$ cat config.mk
export PLATFORM = sky130hd
export DESIGN_NAME = fc_score_collector
export DESIGN_NICKNAME = d
export VERILOG_FILES = /design/src/rtl/fc_score_collector.sv
export SDC_FILE = /design/constraint.sdc
export NUM_CORES = 1
export LEC_CHECK = 0
export CAP_MARGIN = 20
export CORE_ASPECT_RATIO = 0.8
export CORE_MARGIN = 2
export CORE_UTILIZATION = 48
export DETAILED_ROUTE_END_ITERATION = 10
export PLACE_DENSITY = 0.9
export SYNTH_ARGS = -nofsm -noshare
export SYNTH_HDL_FRONTEND = slang
export SYNTH_SLANG_ARGS = --single-unit
$ cat constraint.sdc
create_clock -name clk -period 1.6 [get_ports clk]
set_input_delay 0.32 -clock clk [delete_from_list [all_inputs] [get_ports clk]]
set_output_delay 0.32 -clock clk [all_outputs]
set_load 0.02 [all_outputs]
$ cat src/rtl/fc_score_collector.sv
// fc_score_collector
//   Packs ten FC class scores into one vector and holds it for the classifier.
//   Pulses a classify enable and captures the winning class index. The index
//   is then handed downstream on a valid/ready pair. If the classifier never
//   answers, a wait counter gives up and the block returns to collecting.
//
// Ports
//   clk, rst          rising-edge clock, synchronous active-high reset
//   score_vld/score/score_last/score_rdy
//                     upstream score stream, one class per beat, class 0 first
//   fc_result         packed scores, class 0 in the MSB slice
//   classify_en       classifier enable (registered); low clears the classifier
//   classify_res_vld/classify_res
//                     classifier answer
//   digit/digit_vld/digit_rdy
//                     captured class index to downstream
//   err_len           sticky: score_last seen on the wrong beat
//   err_timeout       sticky: classifier did not answer within TIMEOUT cycles
module fc_score_collector #(
    parameter int DATA_SIZE = 8,
    parameter int TIMEOUT   = 15
) (
    input  logic                    clk,
    input  logic                    rst,
    input  logic                    score_vld,
    input  logic [DATA_SIZE-1:0]    score,
    input  logic                    score_last,
    output logic                    score_rdy,
    output logic [10*DATA_SIZE-1:0] fc_result,
    output logic                    classify_en,
    input  logic                    classify_res_vld,
    input  logic [DATA_SIZE-1:0]    classify_res,
    output logic [DATA_SIZE-1:0]    digit,
    output logic                    digit_vld,
    input  logic                    digit_rdy,
    output logic                    err_len,
    output logic                    err_timeout
);

    localparam int WAIT_W = $clog2(TIMEOUT + 1);

    typedef enum logic [1:0] {
        COLLECT  = 2'd0,
        CLASSIFY = 2'd1,
        DONE     = 2'd2
    } state_t;

    state_t            state, state_nxt;
    logic [3:0]        k;
    logic [WAIT_W-1:0] wait_cnt;
    logic              beat;
    logic              last_beat;
    logic              cls_hit;
    logic              cls_tmo;

    assign beat      = score_vld && score_rdy;
    assign last_beat = (k == 4'd9);
    // classify_res_vld is only meaningful while classifying
    assign cls_hit   = (state == CLASSIFY) && classify_res_vld;
    // wait_cnt counts completed CLASSIFY cycles; the TIMEOUT-th one gives up
    assign cls_tmo   = (state == CLASSIFY) && !classify_res_vld &&
                       (wait_cnt == WAIT_W'(TIMEOUT - 1));

    // State register
    always_ff @(posedge clk) begin
        if (rst) state <= COLLECT;
        else     state <= state_nxt;
    end

    // Next-state logic
    always_comb begin
        state_nxt = state;
        case (state)
            COLLECT:  if (beat && last_beat) state_nxt = CLASSIFY;
            CLASSIFY: begin
                if (cls_hit)      state_nxt = DONE;
                else if (cls_tmo) state_nxt = COLLECT;
            end
            DONE:     if (digit_rdy) state_nxt = COLLECT;
            default:  state_nxt = COLLECT;
        endcase
    end

    // Output decode
    always_comb begin
        score_rdy = (state == COLLECT);
    end

    // Datapath and registered outputs. classify_en and digit_vld are flopped
    // from the next state, so they track the state register without decode glitches.
    always_ff @(posedge clk) begin
        if (rst) begin
            k           <= '0;
            wait_cnt    <= '0;
            fc_result   <= '0;
            classify_en <= 1'b0;
            digit       <= '0;
            digit_vld   <= 1'b0;
            err_len     <= 1'b0;
            err_timeout <= 1'b0;
        end else begin
            if (beat) begin
                // Beat k lands in slice 9-k so class 0 ends up in the MSBs
                for (int i = 0; i < 10; i++) begin
                    if (k == 4'(i))
                        fc_result[(9-i)*DATA_SIZE +: DATA_SIZE] <= score;
                end
                k <= last_beat ? 4'd0 : k + 4'd1;
                // The frame length is fixed at ten beats; score_last is only checked
                if (score_last != last_beat) err_len <= 1'b1;
            end

            // Zero outside CLASSIFY, so it is already clear on entry
            if (state == CLASSIFY) wait_cnt <= wait_cnt + WAIT_W'(1);
            else                   wait_cnt <= '0;

            if (cls_hit) digit       <= classify_res;
            if (cls_tmo) err_timeout <= 1'b1;

            classify_en <= (state_nxt == CLASSIFY);
            digit_vld   <= (state_nxt == DONE);
        end
    end

endmodule

==> tab_implementation.tex <==
\begin{tabular}{lr}
\hline
Metric & Value \\
\hline
\multicolumn{2}{l}{\textbf{Yosys}} \\
\quad Synth Register Bits & between 100 and 150 \\
\quad Synthesized area per cell & between 8 and 9 um2 \\
\quad Count of unique library cells instantiated by Yosys & 39 \\
\quad Dominant synthesized flop cell & dfxtp\_1 \\
\quad Net count of the mapped netlist & 493 \\
\quad Cell area after synthesis & 4170 um2 \\
\quad Sequential share of the synthesized area & between 40\% and 50\% \\
\quad Leading area contributor after synthesis & dfxtp\_1 \\
\quad Share of synthesized registers carrying an async set or reset & 0\% \\
\quad Top cells by area in the synthesized netlist & dfxtp\_1 (49\%), a21oi\_1 (8.5\%), o21ai\_0 (7.2\%) \\
\quad Synthesis warning total & 0 \\
\quad Cell count after synthesis & 469 \\
\quad Number of enable-type register cells in the synthesized netlist & 0 \\
\quad Top-area cell type share of the netlist area & about half \\
\multicolumn{2}{l}{\textbf{GRT}} \\
\quad Overall global routing resource usage & between 20\% and 30\% \\
\quad GR Util met2 & between 30 and 40\% \\
\quad Routing layer with the top usage in global route & met2 \\
\quad Overall overflow remaining after global route & 0 \\
\quad Met1 demand-to-capacity share in global routing & 32.9\% \\
\quad Number of global-route vias before repair & $\sim$3700 \\
\quad Initial antenna violation count & 0 \\
\quad Maximum number of pins on one net before global-route repair & 33 \\
\quad Global-route wire length before repair & $\sim$18000 um \\
\quad Global-route track usage on met3 & about 5\% \\
\multicolumn{2}{l}{\textbf{Timing}} \\
\quad Max-slew violation total from the final report & 0 \\
\quad Final setup skew & about 9.8 ps \\
\quad Setup-violating endpoint count in the final report & 0 \\
\quad Worst path setup slack after routing & around 60 ps \\
\quad Post-layout minimum cycle time & $\sim$1500 ps \\
\quad Crit share post-route & a little over nine tenths \\
\quad Worst-case headroom to the max-slew limit & $\sim$66\% \\
\quad Hold Fails Final Rpt & 0 \\
\quad Total negative slack for setup checks & 0 ps \\
\quad RSZ-0062 raised after global routing & yes \\
\quad Actual transition at the worst max-transition pin & $\sim$500 ps \\
\quad Peak Freq & roughly 650 MHz \\
\multicolumn{2}{l}{\textbf{Place}} \\
\quad Setup WS pre-CTS & -376 ps \\
\quad DP HPWL & about 7700 um \\
\quad Port bufs & around 110 \\
\quad Final weighted congestion of routability-driven global placement & roughly 0.80 \\
\multicolumn{2}{l}{\textbf{Setup path}} \\
\quad Worst Path Max Fanout & 8 \\
\quad Critical register-to-register path endpoint & fc\_result[47] \\
\quad Critical Path AT & between 1500 and 2000 ps \\
\quad Reg2reg path depth & 4 \\
\quad Sort of element at the end of the critical path & register \\
\quad Data required time of the worst path & 1850 ps \\
\quad Worst setup endpoint & fc\_result[47] \\
\quad Critical path class & register to register \\
\quad Critical path launch point type & register \\
\quad Start point of the critical path & k[1] \\
\quad Register-to-register setup slack & 60 ps \\
\quad RR Startpoint & k[1] \\
\multicolumn{2}{l}{\textbf{Floorplanning}} \\
\quad Width of the die & about 110 um \\
\quad CORE AREA & between 8000 and 9000 um2 \\
\quad Area of the die & $\sim$9400 um2 \\
\quad Overall die height & roughly 87 um \\
\quad Starting density of the core & 49.3\% \\
\quad FP Rows & 30 \\
\quad Boundary Pins & $\sim$120 \\
\multicolumn{2}{l}{\textbf{Power}} \\
\quad Switching share of power & between 20\% and 30\% \\
\quad Power per unit of standard cell area & $\sim$850 nW/um2 \\
\quad Combinational power share & between 10\% and 20\% \\
\quad Largest voltage drop on the vdd net & roughly 0.53 mV \\
\quad Sw power & between 0.001 and 0.0015 W \\
\quad Leakage power of the design & about 2.5 nW \\
\quad Power share of the clock group & 35.0\% \\
\quad Cell-internal power & 0.00359 W \\
\quad Sequential cell fraction of total power & 54.6\% \\
\multicolumn{2}{l}{\textbf{Clock tree}} \\
\quad Maximum buffer depth of the clock tree & 2 \\
\quad H-tree levels & 3 \\
\quad Clk Latency, worst-skew pair & about 360 ps \\
\quad Clk sink count & 102 \\
\quad Clock buffers created by TritonCTS & 9 \\
\quad Number of buffers added to fix hold violations after cts & 0 \\
\quad Post-CTS repair timing setup buffer count & 0 \\
\quad Clock transition time at the flip-flop clock pins of the worst setup and hold paths & about 90 ps \\
\quad TritonCTS clock tree & done \\
\quad Clock tree root buffer cell & clkbuf\_8 \\
\multicolumn{2}{l}{\textbf{Final layout}} \\
\quad Final nets & 598 \\
\quad Number of filler cells placed in the layout & around 700 \\
\quad Multi-input gate area in the final layout & $\sim$1900 um2 \\
\quad Antenna diodes & 0 \\
\quad Fraction of layout cells with a size suffix above 1 & a little under an eighth \\
\quad Most common library cell in the layout ignoring fill and taps & dfxtp\_1 \\
\quad P\&R area growth vs syn & 35.5\% \\
\quad Sequential cell area in the final layout & 2050 um2 \\
\quad Most used cells in the layout excluding fill and tap cells & dfxtp\_1 (97), dlygate4sd2\_1 (93), a21oi\_1 (71) \\
\multicolumn{2}{l}{\textbf{Detailed routing}} \\
\quad First drt pass iteration count & 5 \\
\quad Total vias in the final route & 3893 \\
\quad Remaining antenna violation count after routing & 0 \\
\quad Detail-routed net length per standard cell & around 16 um \\
\quad Total Routed Length & 11100 um \\
\quad Remaining design rule violation count & 0 \\
\quad Initial DRC Count & between 150 and 200 \\
\quad Avg Vias per Cell & between 5 and 6 \\
\multicolumn{2}{l}{\textbf{Flow run}} \\
\quad Count of max-cap constraint violations & 0 \\
\multicolumn{2}{l}{\textbf{Run status}} \\
\quad Status & finished clean \\
\multicolumn{2}{l}{\textbf{Min path}} \\
\quad Hold Path Class & primary input to register \\
\hline
\end{tabular}
[flip-flops by register name, summed over array words and instances (netlist names)]
name and flops:
classify_en 1, digit 8, digit_vld 1, err_len 1, err_timeout 1, fc_result 80, k 4, state 2
wait_cnt 4
[worst min-delay path by stage]
stage,startpoint,endpoint,slack (ps),depth (start not counted)
after floorplan,wait_cnt[0],wait_cnt[0],430,1
after global placement,wait_cnt[0],wait_cnt[0],440,1
after detailed placement,err_len,err_len,460,2
after CTS,rst,err_len,440,3
after global routing,rst,err_len,480,3
final,rst,err_len,450,3
[metal layers]
layer	vias to the layer above	wire, um
li1	1873	-
met1	1843	4870
met2	157	5290
met3	20	748
met4	0	172
met5	-	0
[Yosys cell counts, drive strengths merged (2+ instances only)]
master   instances
nand3           50
nand4           16
o21ai           65
buf             14
or3b             2
ha               2
nor4bb           3
mux2i           24
or3              2
xnor2            3
nor3b            2
or4b             3
nand2            6
nand4bb          4
nor2b            3
nor2            17
a21oi           71
clkbuf          41
nor4b            2
dfxtp          102
nand2b          25
[stage by stage]
stage	util (%)	instances	area, um2	power (W)	hold WS, ps
3_5_place_dp	65.3	675	5520	0.00316	462
5_1_grt	66.8	691	5650	0.00495	483
4_1_cts	66.5	691	5620	0.00478	444
6_report	66.8	691	5650	0.00477	451
2_1_floorplan	-	469	4170	0.00294	430
3_3_place_gp	65.3	675	5520	0.00315	441
[worst max-delay path, stage by stage, from the launching register on]
cell and delay (ps):
dfxtp_2 360, buf_4 140, or4b_1 610, o21ai_0 220
a21oi_1 90
[logic make-up (layout without fill, tap and decap cells)]
| kind of cell | after synthesis | after routing | synth area share, % |
|---|---|---|---|
| flops | 102 | 102 | 49.0 |
| compound gates | 139 | 139 | 16.9 |
| fa+ha+maj | 2 | 2 | 0.600 |
| mux | 24 | 24 | 5.76 |
| simple gates | 142 | 142 | 21.2 |
| xor+xnor | 4 | 4 | 0.841 |
| buf+inv | 56 | 166 | 5.70 |
[power groups by stage]
stage          combinational, W  clock [W]  sequential, W
4_1_cts                0.000484    0.00169        0.00260
3_3_place_gp           0.000487          0        0.00266
2_1_floorplan          0.000251          0        0.00269
5_1_grt                0.000535    0.00180        0.00261
3_5_place_dp           0.000501          0        0.00266
6_report               0.000498    0.00167        0.00261
[layout make-up]
type                    count  area share, %
flip-flops and latches    102           36.3
multi-input cells         311           34.0
repair buffers            149           23.5
clock buffers              12           2.75
well taps                 112           2.48
clock inverters             4          0.975
inverters                   1         0.0665
[timing repair]
item / in CTS / in global routing
setup endpoints to repair: 102 / 78
pin swaps: 0 / 1
gates resized for setup: 95 / 12
gates cloned: 0 / 0
No activity file was read; power rests on OpenSTA's default activity.
==> edit: new RTL, same flow settings <==
Change the parameter `TIMEOUT` from 15 to 30.
--- a/src/rtl/fc_score_collector.sv
+++ b/src/rtl/fc_score_collector.sv
@@ -19,5 +19,5 @@
 module fc_score_collector #(
     parameter int DATA_SIZE = 8,
-    parameter int TIMEOUT   = 15
+    parameter int TIMEOUT   = 30
 ) (
     input  logic                    clk,
Check against the original RTL: same outputs for any inputs over 4 cycles, from zero or initial values and one cycle with rst high; that may be too few to reach the edited logic, so the function may still have changed.
==> edit against the unedited design <==
Worst setup slack gained 24 ps. First-iteration DRC count decreased by 27%. Critical path depth fell by 2. Synthesized cell count down 19%. Sequential cell count grew 1. Power grew 0.13%. Cell area about the same. Synthesized area fell by 1.6%. Largest cell class unchanged. Routed wire length decreased by 4.8%. Critical endpoint is now score_rdy. Largest power group unchanged.
==> edit: results (changes against the unedited design) <==
status = finished clean (unchanged)
met2 WL = 5336 um (was 5294 um)
# nets final = 527 (was 598)
Post-DP Area = 5544 um^2 (was 5515 um^2)
Synth Area in XOR/XNOR = 0.01068 (was 0.008406)
Cell variety after synth = 35 (was 39)
Worst path slowest cell = dfxtp_1 (was or4b_1)
GRT Overall Usage = 0.2342 (was 0.2430)
Synth Area in Adders = 0.006101 (was 0.006004)
post-CTS sizing = 94 (was 95)
sequential area share after synthesis = 0.5027 (was 0.4899)
post-synth top area share = 0.5027 (was 0.4899)
CP peak stage delay = 380 ps (was 610 ps)
Worst Tran Pin Value = 433.0 ps (was 512.9 ps)
Reg2Reg Launch Point = k[0] (was k[1])
Hold Path Class = register to register (was primary input to register)
Crit Reg-Reg Endpoint = fc_result[4] (was fc_result[47])
fraction of layout cells with a size suffix above 1 = 0.1122 (was 0.1174)
largest net degree at the start of global routing = 26 (was 33)
Worst R2R Path Depth = 3 (was 4)
hold wc startpoint = fc_result[48] (was rst)
Synth Instances = 378 (was 469)
Top Registers = fc_result (80), digit (8), wait_cnt (5) (was fc_result (80), digit (8))
gp weighted congestion = 0.8518 (was 0.7974)
wire length on met1 = 4656 um (was 4870 um)
pre-CTS setup slack = -233.7 ps (was -376.2 ps)
first-pass GRT wire length = 16580 um (was 18150 um)
Starting DRT DRC Count = 116 (was 159)
FILL cells = 695 (was 714)
worst-path maximum fanout = 5 (was 8)
[edit: cell count changes after synthesis, moves of 3 or more]
cell	delta
nand3_1	-48
a21oi_1	-63
o21ai_0	-59
nand2b_1	+65
nand4_1	-14
nand4bb_1	-3
clkbuf_1	-25
mux2i_1	+64
nor4bb_1	-3
nand3_2	+5
o21ai_1	-5
or4b_1	-3
[edit: logic make-up after synthesis]
group | count (synthesis)
adders and majority gates | 2
buffers and inverters | 29
xor gates and xnor gates | 5
and+or+nand+nor | 140
muxes | 88
DFF | 103
AOI/OAI and AO/OA | 11
[edit: worst max path at each step]
stage / from / to / slack, ps / cells past startpoint
after detailed placement: score_vld / fc_result[22] / -230 / 6
after global placement: score_vld / fc_result[20] / -170 / 6
final: state[1] / score_rdy / 80 / 2
after floorplan: state[1] / k[2] / 310 / 3
after global routing: state[1] / score_rdy / 6 / 2
after CTS: state[1] / score_rdy / 50 / 2
[edit: power by group through the flow]
| stage | combinational (mW) | sequential [mW] | clock, mW |
|---|---|---|---|
| global route | 0.452 | 2.64 | 1.83 |
| floorplan | 0.200 | 2.73 | 0 |
| detailed placement | 0.449 | 2.70 | 0 |
| finish | 0.427 | 2.64 | 1.72 |
| CTS | 0.428 | 2.63 | 1.75 |
| global placement | 0.438 | 2.69 | 0 |
[edit: layout make-up]
| cell class | count | area (um^2) | share of cell area |
|---|---|---|---|
| clock buffers | 10 | 137.6 | 0.02438 |
| clock inverters | 6 | 76.32 | 0.01352 |
| inverters | 1 | 3.754 | 0.0006650 |
| multi-input cells | 246 | 1904 | 0.3374 |
| flip-flops and latches | 103 | 2063 | 0.3656 |
| well taps | 112 | 140.1 | 0.02483 |
| repair buffers | 142 | 1319 | 0.2337 |
[edit: metrics by stage]
step | hold slack [ps] | TNS (ps) | util
2_1_floorplan | 433.4 | 0 | -
3_3_place_gp | 446.2 | -9479 | 0.6594
3_5_place_dp | 464.6 | -11490 | 0.6594
4_1_cts | 477.5 | 0 | 0.6711
5_1_grt | 494.0 | 0 | 0.6713
6_report | 475.3 | 0 | 0.6713
[edit: worst register-to-register path: cells and delay by family, from the launching register on]
| family | cells | cell delay, ps |
|---|---|---|
| flops | 1 | 590 |
| mux | 1 | 200 |
| simple gates | 2 | 590 |
[edit: layer usage]
metal / track usage / vias up
met1: 0.2908 / 1490
li1: - / 1517
met2: 0.4166 / 75
met3: 0.04361 / 13
met5: 0 / -
met4: 0.06993 / 0
